## src/rtl/cuenta_pkg.sv

```systemverilog
// cuenta_pkg: FSM state encoding and counting-mode constants shared by cuenta_unos_n
package cuenta_pkg;
  typedef enum logic [1:0] {INICIO = 2'b00, CUENTA = 2'b01, FIN = 2'b10} estado_t;
  localparam logic MODO_UNOS = 1'b0;
  localparam logic MODO_CEROS = 1'b1;
endpackage

```

## src/rtl/registro_desplazamiento.sv

```systemverilog
// registro_desplazamiento: W-bit right shifter (clk, clr, load, shift, d in; lsb, resto_cero out)
module registro_desplazamiento #(
  parameter int W = 3
) (
  input  logic         clk,
  input  logic         clr,
  input  logic         load,
  input  logic         shift,
  input  logic [W-1:0] d,
  output logic         lsb,
  output logic         resto_cero
);
  logic [W-1:0] q;
  always_ff @(posedge clk)
    if (clr) q <= '0;
    else if (load) q <= d;
    else if (shift) q <= q >> 1;
  assign lsb = q[0];
  assign resto_cero = (q >> 1) == '0;
endmodule

```

## src/rtl/cuenta_unos_n.sv

```systemverilog
// cuenta_unos_n: bit-serial ones/zeros counter (clk, start, Valor, modo in; Cuenta, fin, ocupado out)
module cuenta_unos_n
  import cuenta_pkg::*;
#(
  parameter int W = 3,
  parameter int CW = $clog2(W + 1)
) (
  input  logic          clk,
  input  logic          start,
  input  logic [W-1:0]  Valor,
  input  logic          modo,
  output logic [CW-1:0] Cuenta,
  output logic          fin,
  output logic          ocupado
);
  localparam int IW = W > 1 ? $clog2(W) : 1;
  estado_t estado;
  logic [IW-1:0] idx;
  logic modo_r, lsb, resto_cero, b, ultimo;
  registro_desplazamiento #(.W(W)) u_sr (
    .clk       (clk),
    .clr       (start),
    .load      (estado == INICIO),
    .shift     (estado == CUENTA),
    .d         (Valor),
    .lsb       (lsb),
    .resto_cero(resto_cero)
  );
  assign b = modo_r == MODO_CEROS ? ~lsb : lsb;
  assign ultimo = (modo_r == MODO_UNOS && resto_cero) || idx == IW'(W - 1);
  always_ff @(posedge clk)
    if (start) begin
      estado <= INICIO;
      Cuenta <= '0;
      fin <= 1'b0;
      ocupado <= 1'b0;
      idx <= '0;
      modo_r <= MODO_UNOS;
    end else if (estado == INICIO) begin
      modo_r <= modo;
      idx <= '0;
      Cuenta <= '0;
      ocupado <= 1'b1;
      estado <= CUENTA;
    end else if (estado == CUENTA) begin
      Cuenta <= Cuenta + CW'(b);
      idx <= idx + 1'b1;
      if (ultimo) begin
        estado <= FIN;
        ocupado <= 1'b0;
        fin <= 1'b1;
      end
    end
endmodule

```

## config.mk

```make
export PLATFORM = sky130hd
export DESIGN_NAME = cuenta_unos_n
export DESIGN_NICKNAME = d
export VERILOG_FILES = /design/src/rtl/cuenta_pkg.sv /design/src/rtl/registro_desplazamiento.sv /design/src/rtl/cuenta_unos_n.sv
export SDC_FILE = /design/constraint.sdc
export NUM_CORES = 1
export LEC_CHECK = 0
export ABC_AREA = 1
export CAP_MARGIN = 20
export CORE_AREA = 3 3 40 42
export CTS_BUF_LIST = sky130_fd_sc_hd__clkbuf_8
export DETAILED_ROUTE_END_ITERATION = 10
export DIE_AREA = 0 0 43 45
export PLACE_DENSITY = 0.72
export REMOVE_ABC_BUFFERS = 1
export SYNTH_ARGS = -nofsm -noshare
export SYNTH_HDL_FRONTEND = slang
export SYNTH_SLANG_ARGS = --single-unit
```

## constraint.sdc

```tcl
create_clock -name clk -period 0.94 [get_ports clk]
set_clock_uncertainty 0.05 [all_clocks]
set_input_delay 0.188 -clock clk [delete_from_list [all_inputs] [get_ports clk]]
set_output_delay 0.188 -clock clk [all_outputs]
set_load 0.05 [all_outputs]
```

## Word-level counts from Yosys, hierarchy flattened

Cells that the tools add are included.

- Bits in writable memories: 0
- Memories kept: 0
- Output and inout port bits: 4
- ROM bits: 0
- Latch bits: 0
- Bits in registers: 12

- Multiplexer cells: 9
- Order comparisons: 0
- Shift operators: 0
- Div/mod/pow operators: 0
- Bitwise gates (word level): 3
- $add $sub $neg: 2
- $mul: 0
- Reduce and logical (&&, ||, !) cells: 10
- Equality and inequality tests: 2

Operators with widths:

| kind | number |
|---|---|
| $mux 1 | 7 |
| $mux 3 | 2 |
| $reduce_and 2->1 | 2 |
| $reduce_bool 2->1 | 2 |
| $logic_not 3->1 | 1 |
| $not 1->1 | 3 |
| $reduce_and 3->1 | 1 |
| $add 2x1->2 | 1 |
| $add 2x1->2 const B | 1 |
| $eq 2x1->1 const B | 1 |
| $eq 2x2->1 const B | 1 |
| $logic_not 2->1 | 1 |
| $reduce_or 2->1 | 1 |
| $logic_and 1x1->1 | 1 |
| $logic_or 1x1->1 | 1 |

## Depth between registers and ports, before layout

Gate-level depths: netlist of run 1.

- Depth after elaboration: 6
- Gate-level depth with buffers: 6

## By module

From an unflattened synthesis of run 1, not the netlist that was laid out.

- Cell total of the unflattened synthesis: 74
- Area total of the unflattened synthesis: 521.8 µm²

Modules (own cells, without submodules):

| module | area each (µm²) | cells each | times used |
|---|---|---|---|
| cuenta_unos_n | 379.1 | 50 | 1 |
| registro_desplazamiento | 142.6 | 24 | 1 |

## Worst setup path before layout of run 1

No wires, ideal clock.

- Path type: reg2reg
- Start: register ocupado (netlist name)
- End: register Cuenta[1]
- Stages on the path, launching flop included: 6
- Library setup time: 0.117 ns
- Path slack: -0.349 ns
- Clock period less this slack: 1.289 ns
- Buffers on the path: 0
- Arrival time: 1.122 ns
- Path through: dfxtp_1 -> inv_2 -> nor2_4 -> nand3_1 -> nand2_1 -> a21oi_1

RTL lines:

| element | RTL line | RTL |
|---|---|---|
| end signal, assigned | cuenta_unos_n.sv:46 | `Cuenta <= Cuenta + CW'(b);` |
| end, declared | cuenta_unos_n.sv:12 | `output logic [CW-1:0] Cuenta,` |

## Worst setup path after layout of run 1

- Start: register modo_r
- End: register Cuenta[0]

- Cells in the longest elaborated chain, start to end: 2

Ends and longest elaborated chain:

| element | RTL line | RTL |
|---|---|---|
| start, declared | cuenta_unos_n.sv:19 | `logic modo_r, lsb, resto_cero, b, ultimo;` |
| start signal, assigned | cuenta_unos_n.sv:40 | `modo_r <= modo;` |
| $mux 1 | cuenta_unos_n.sv:29 | `assign b = modo_r == MODO_CEROS ? ~lsb : lsb;` |
| $add 2x1->2 | cuenta_unos_n.sv:46 |  |

No other way between the ends.
A chain may end at the register's enable or synchronous reset.

==> results of run 1 <==
-- cell usage after synthesis --
master / count
nor3_1: 1
nor3_2: 1
buf_6: 1
dfxtp_1: 11
ha_1: 2
a21oi_1: 7
nor2_2: 2
nor2_4: 1
xor2_1: 1
nand2_1: 16
nand3_1: 3
nor2_1: 4
inv_2: 1
o21ai_0: 4
inv_1: 10
-- through the flow --
| stage | total power (W) | util [%] |
|---|---|---|
| 6_report | 0.00156 | 66.1 |
| 4_1_cts | 0.00150 | 61.4 |
| 3_3_place_gp | 0.000970 | 53.6 |
| 5_1_grt | 0.00163 | 66.1 |
| 2_1_floorplan | 0.000785 | - |
| 3_5_place_dp | 0.000984 | 53.6 |
-- cell type report --
| class | instances | area [sq um] |
|---|---|---|
| Multi-Input combinational cell | 42 | 274 |
| Clock buffer | 3 | 41.3 |
| Fill cell | 113 | 435 |
| Clock inverter | 1 | 3.75 |
| Sequential cell | 11 | 233 |
| Tap cell | 15 | 18.8 |
| Timing Repair Buffer | 22 | 235 |
| Inverter | 11 | 43.8 |
-- worst max-delay path, stage by stage, from the launching register on --
cell,delay [ns]
dfxtp_2,0.33
xor2_2,0.18
ha_4,0.27
nand2_2,0.05
a21oi_2,0.15
-- metal layers --
layer / vias to the layer above / global-route usage [%] / share of wire (%)
met5: - / 0 / 0
met2: 11 / 21.9 / 51
met4: 0 / 10.8 / 2.6
met1: 228 / 14.4 / 43
met3: 5 / 1.20 / 3.3
li1: 252 / - / -
-- power by group --
group	internal (W)	switching [W]	total (W)	leakage (nW)
Sequential	0.000530	0.0000482	0.000579	0.0938
Combinational	0.000253	0.000269	0.000521	0.258
Clock	0.000286	0.000174	0.000461	0.0269
-- path summary, 6_finish.rpt --
path / startpoint / end / slack, ns / depth (start not counted)
setup / recovery: modo_r / Cuenta[0] / -0.16 / 4
hold / removal: fin / fin / 0.43 / 2
setup reg to reg: modo_r / Cuenta[0] / -0.16 / 4
hold reg to reg: fin / fin / 0.43 / 2
-- cell families (layout without fill, tap and decap cells) --
kind of cell    count (synthesis)  count (layout)  share of synthesized area (%)
xor+xnor                        1               1                           1.79
simple gates                   28              28                           26.3
compound gates                 11              11                           11.2
flops                          11              11                           44.9
buf+inv                        12              37                           10.7
fa+ha+maj                       2               2                           5.10
-- state kept, by name, summed over array words and instances, names as in the netlist --
| register | flops |
|---|---|
| u_sr.q | 3 |
| modo_r | 1 |
| ocupado | 1 |
| estado | 1 |
| Cuenta | 2 |
| fin | 1 |
| idx | 2 |
-- repair_timing --
| item | 4_1_cts | 5_1_grt |
|---|---|---|
| hold endpoints to repair | 0 | 0 |
| gates resized for setup | 12 | 15 |
| hold buffers | 0 | 0 |
| setup buffers | 4 | 1 |
| endpoints found under the setup margin | 15 | 15 |
| pin swaps | 4 | 8 |
==> key figures, run 1 <==
Run status
  • Run status: finished with violations
  • Failing checks: negative setup slack

Finish
  • Non-filler cells, final: 105
  • Highest-count cells in the layout ignoring fill and taps: nand2_1 (13), buf_4 (11), inv_1 (10), dfxtp_2 (7), clkdlybuf4s50_1 (5)
  • Ant. Diodes: 0
  • Commonest non-fill, non-tap cell in the layout: nand2_1
  • Layout cells sized above 1: 50.0%
  • Area grow syn2layout: 73.2%
  • # nets final: 99
  • Post-layout instance area: 850 sq um

CTS
  • Clock-pin slew on the worst setup and hold paths: 0.05 ns
  • Clk sinks: 11
  • Root buffer cell: clkbuf_8
  • CTS tree: built
  • CTS max path bufs: 2
  • CTS H-tree depth: 1
  • Cts bufs inserted: 3
  • Clock latency on the worst-skew pair: 0.24 ns

Placement
  • RD Place Congestion: 0.801
  • Post-DP HPWL: 789 microns
  • Number of instances in the placed design: 96
  • # port buffers: 9
  • Area after DPL: 688 sq um
  • Setup WS pre-CTS: -0.196 ns

Run
  • Max-Cap Viols: 0

Yosys
  • Leading area contributor after synthesis: dfxtp_1
  • Synth Register Bits: 11
  • Syn avg cell area: 7.55 sq um
  • Synth top area share: 44.9%
  • Post-synthesis instance total: 65
  • Mapped Area: 490 sq um
  • Synth area leaders: dfxtp_1 (45%), nand2_1 (12%), inv_1 (7.7%), a21oi_1 (7.1%), ha_1 (5.1%)
  • Synth unique cells: 15
  • Synth warn: 0
  • Sequential element share of the synthesized area: 44.9%

Global routing
  • Vias in the first global route: 470
  • Overall fraction of global-route tracks in use: 12.8%
  • Initial antenna violation count: 0
  • Remaining global-route overflow: 0
  • Largest net degree at the start of global routing: 9
  • First-pass GRT wire length: 1.79 mm

Power and ir drop
  • Pwr/cell area: 1840 mW/mm^2
  • LEAKAGE: 0.379 nW
  • Peak supply drop: 0.944 mV

Floorplan
  • Core footprint: 0.00128 sq mm
  • DIE AREA: 0.00194 sq mm
  • IO Pins: 10
  • Rows: 13
  • Die Y: 45 microns
  • Die Width: 43 microns
  • Initial Utilization: 38.2%

Timing
  • Max Freq: 0.906 GHz
  • Fin crit share: 117%
  • Unrepaired setup endpoints after global routing: true
  • Hold slack: 0.426 ns
  • Worst-margin pin slew: 0.261 ns
  • Setup violators final: 13
  • Sum Neg Setup Slack: -1.27 ns
  • Final WS setup: -0.164 ns
  • Pins Over Slew Limit: 0
  • Final Hold Fails: 0
  • Post-route minimum period: 1.10 ns
  • Slew headroom: 82.4%

Worst setup path
  • CP Launch Type: flop
  • Max FO, Critical Path: 2
  • Required time worst endpoint: 1.06 ns
  • Setup CP Type: flop to flop
  • Critical path endpoint category: flop
  • CP arrival: 1.22 ns

Detailed routing
  • WL final: 1.21 mm
  • Vias per inst: 4.72
  • Iter 0 DRT Violations: 8
  • Via Count: 496
  • Routed len/inst: 11.5 microns
  • DRT antenna net count: 0
  • DRC viols: 0
  • DR pass1 iterations: 4

Min path
  • Hold/Removal Path Class: flop to flop
Note: power is estimated with default switching activity, not from simulation.
==> run 2, diff against run 1 <==
Settings changed: CAP_MARGIN 20 to 15.
==> results of run 2 <==
Same layout as run 1: the final DEF is identical, and so are final timing and power.
==> run 3, diff against run 2 <==
Settings changed: ABC_AREA 1 to 0, PLACE_DENSITY 0.72 to 0.74.
==> run 3 against run 2 <==
  * The run still ends with negative setup slack left
  * Cell count fell by 9.5%
  * Highest routed layer unchanged
  * Clock power up 3%
  * Setup slack got worse by 0.040 ns
  * Final area increased by 6.8%
  * Sequential power grew 6.9%
  * Synthesized cell count is 15% lower
  * Hold slack lost 0.27 ns
  * Combinational power grew 40%
  * Routed wire length increased by 11%
  * Die area unchanged
  * Maximum frequency decreased by 3.5%
  * First-iteration DRC count is 75% lower
==> key figures, run 3 <==
Power and ir drop
  • Internal power: 0.00123 W (was 0.00107 W)
  • Sw power: 0.000591 W (was 0.000491 W)
  • Sw frac: 32.4% (was 31.5%)
  • Pwr/cell area: 2010 mW/mm^2 (was 1840 mW/mm^2)
  • Total power: 0.00182 W (was 0.00156 W)
  • Peak supply drop: 1.24 mV (was 0.944 mV)
  • Power share of the clock group: 25.9% (was 29.5%)
  • LEAKAGE: 0.396 nW (was 0.379 nW)
  • Comb pwr share: 40.1% (was 33.4%)
  • Sequential share of power: 33.9% (was 37.1%)

Finish
  • Largest Register: u_sr.q (unchanged)
  • Commonest non-fill, non-tap cell in the layout: buf_4 (was nand2_1)
  • # nets final: 89 (was 99)
  • Ant. Diodes: 0 (unchanged)
  • Non-filler cells, final: 95 (was 105)
  • Largest register FFs: 3 (unchanged)
  • Largest regs: u_sr.q x3, Cuenta x2, idx x2 (unchanged)
  • Layout cells sized above 1: 68.8% (was 50.0%)
  • Highest-count cells in the layout ignoring fill and taps: buf_4 (9), dfxtp_2 (6), a21oi_2 (6), buf_6 (6), nand2_1 (5) (was nand2_1 (13), buf_4 (11), inv_1 (10), dfxtp_2 (7), clkdlybuf4s50_1 (5))
  • Area grow syn2layout: 75.5% (was 73.2%)

Floorplan
  • DIE AREA: 0.00194 sq mm (unchanged)
  • Rows: 13 (unchanged)
  • Die Width: 43 microns (unchanged)
  • Die Y: 45 microns (unchanged)
  • Core footprint: 0.00128 sq mm (unchanged)
  • IO Pins: 10 (unchanged)
  • Initial Utilization: 40.2% (was 38.2%)

Global routing
  • Vias in the first global route: 510 (was 470)
  • Overall fraction of global-route tracks in use: 16.8% (was 12.8%)
  • Remaining global-route overflow: 0 (unchanged)
  • Initial antenna violation count: 0 (unchanged)
  • Routing usage on met1: 16.0% (was 14.4%)
  • GR Util met2: 29.3% (was 21.9%)
  • Grt peak-use layer: met2 (unchanged)
  • First-pass GRT wire length: 2.24 mm (was 1.79 mm)
  • Met3 Usage GRT: 5.98% (was 1.20%)
  • Largest net degree at the start of global routing: 8 (was 9)

Timing
  • Setup violators final: 12 (was 13)
  • Max Freq: 0.874 GHz (was 0.906 GHz)
  • Worst-margin pin slew: 0.218 ns (was 0.261 ns)
  • Post-route minimum period: 1.14 ns (was 1.10 ns)
  • Final Hold Fails: 0 (unchanged)
  • Sum Neg Setup Slack: -1.42 ns (was -1.27 ns)
  • Unrepaired setup endpoints after global routing: true (unchanged)
  • Final WS setup: -0.204 ns (was -0.164 ns)
  • Hold slack: 0.160 ns (was 0.426 ns)
  • Fin crit share: 122% (was 117%)
  • Pins Over Slew Limit: 0 (unchanged)
  • Slew headroom: 85.4% (was 82.4%)

Detailed routing
  • DRC viols: 0 (unchanged)
  • DR pass1 iterations: 3 (was 4)
  • Via Count: 478 (was 496)
  • DRT antenna net count: 0 (unchanged)
  • Routed len/inst: 14.1 microns (was 11.5 microns)
  • Vias per inst: 5.03 (was 4.72)
  • WL final: 1.34 mm (was 1.21 mm)
  • Iter 0 DRT Violations: 2 (was 8)

Worst setup path
  • Critical Path Source: u_sr.q[0] (was modo_r)
  • Max FO, Critical Path: 2 (unchanged)
  • CP Launch Type: flop (unchanged)
  • Critical path endpoint category: flop (unchanged)
  • Required time worst endpoint: 1.02 ns (was 1.06 ns)
  • Reg2reg start: u_sr.q[0] (was modo_r)
  • CP arrival: 1.23 ns (was 1.22 ns)
  • Critical Path Sink: Cuenta[1] (was Cuenta[0])
  • RR Endpoint: Cuenta[1] (was Cuenta[0])
  • R2R Setup Slk: -0.20 ns (was -0.16 ns)
  • Path depth of the worst reg2reg path: 5 (was 4)
  • Setup CP Type: flop to flop (unchanged)

CTS
  • CTS H-tree depth: 1 (unchanged)
  • Clock latency on the worst-skew pair: 0.24 ns (about the same)
  • Clock-pin slew on the worst setup and hold paths: 0.05 ns (about the same)
  • Clk sinks: 11 (unchanged)
  • CTS max path bufs: 2 (unchanged)
  • CTS tree: built (unchanged)
  • Root buffer cell: clkbuf_8 (unchanged)
  • Cts bufs inserted: 3 (unchanged)

Yosys
  • Sequential element share of the synthesized area: 42.6% (was 44.9%)
  • Synth area leaders: dfxtp_1 (43%), mux2_4 (5.8%), a21oi_2 (5.1%), ha_1 (4.8%), a21oi_1 (3.9%) (was dfxtp_1 (45%), nand2_1 (12%), inv_1 (7.7%), a21oi_1 (7.1%), ha_1 (5.1%))
  • Synth Register Bits: 11 (unchanged)
  • Post-synth top cells: dfxtp_1 (11), nand2_1 (5), a21oi_1 (4), inv_1 (4), nor2_1 (4) (was nand2_1 (16), dfxtp_1 (11), inv_1 (10))
  • Post-synthesis instance total: 55 (was 65)
  • Synth top area share: 42.6% (was 44.9%)
  • Synth unique cells: 24 (was 15)
  • Most common cell in the netlist: dfxtp_1 (was nand2_1)
  • Post-synthesis async set-or-reset flop share: 0% (unchanged)
  • Mapped Area: 517 sq um (was 490 sq um)
  • Synth warn: 0 (unchanged)
  • Syn avg cell area: 9.40 sq um (was 7.55 sq um)
  • Leading area contributor after synthesis: dfxtp_1 (unchanged)
  • Synth Flop Type: dfxtp_1 (unchanged)
  • EDFF count, synth: 0 (unchanged)

Placement
  • Post-DP HPWL: 900 microns (was 789 microns)
  • Number of instances in the placed design: 87 (was 96)
  • # port buffers: 9 (unchanged)
  • RD Place Congestion: 0.729 (was 0.801)
  • Setup WS pre-CTS: -0.285 ns (was -0.196 ns)

Min path
  • Hold/Removal Path Class: input port to flop (was flop to flop)

Run status
  • Run status: finished with violations (unchanged)
  • Failing checks: negative setup slack (unchanged)

Run
  • Max-Cap Viols: 0 (unchanged)
run 3: changes by cell type after synthesis, sizes merged, moves of 2 or more:
cell,before,now
nor2,7,4
nand3,3,1
buf,1,3
nand2,16,7
inv,11,5
a22oi,0,2
mux2,0,2
run 3: kinds of logic after synthesis:
logic type	count (synthesis)	synth area share (%)
DFF	11	42.6
AOI/OAI and AO/OA	14	18.4
adders and majority gates	2	4.84
muxes	3	7.75
xor gates and xnor gates	1	1.70
buffers and inverters	8	8.23
and+or+nand+nor	16	16.5
run 3: worst max-delay path: stages, from the launching register on:
cell and delay (ns):
dfxtp_2 0.32, xor2_1 0.15, ha_2 0.17, nor3b_2 0.15
o21ai_1 0.12, a21oi_1 0.07
run 3: per-layer routing:
metal	vias up	routed length [microns]
met5	-	0
met4	0	46
met3	4	49
met2	11	742
met1	228	504
li1	235	-
run 3: timing repair:
action,4_1_cts,5_1_grt
gates resized for setup,22,13
endpoints found under the hold margin,0,0
pin swaps,13,13
endpoints found under the setup margin,15,15
hold buffers,0,0
setup buffers,1,4
run 3: worst min path at each step:
stage / slack [ns] / end / startpoint / depth (start not counted)
4_1_cts: 0.42 / u_sr.q[0] / u_sr.q[0] / 2
2_1_floorplan: 0.20 / fin / start / 1
6_report: 0.16 / u_sr.q[0] / start / 2
3_5_place_dp: 0.42 / u_sr.q[0] / u_sr.q[0] / 2
5_1_grt: 0.16 / u_sr.q[0] / start / 2
3_3_place_gp: 0.41 / u_sr.q[0] / u_sr.q[0] / 2
run 3: cell type report:
cell class	instances	area, sq um
Inverter	5	18.8
Sequential cell	11	235
Clock buffer	3	41.3
Tap cell	15	18.8
Multi-Input combinational cell	36	322
Fill cell	96	378
Timing Repair Buffer	24	268
Clock inverter	1	3.75
run 3: per-stage QoR:
stage               cell area (sq um)  utilization [%]
detailed placement                724             56.4
global placement                  724             56.4
floorplan                         493                -
finish                            907             70.6
CTS                               841             65.4
global route                      907             70.6
run 3: power groups by stage:
stage,logic (W),registers (W),clock network [W]
2_1_floorplan,0.000207,0.000676,0
3_3_place_gp,0.000549,0.000594,0
3_5_place_dp,0.000563,0.000600,0
4_1_cts,0.000630,0.000614,0.000493
5_1_grt,0.000785,0.000627,0.000511
6_report,0.000732,0.000619,0.000473
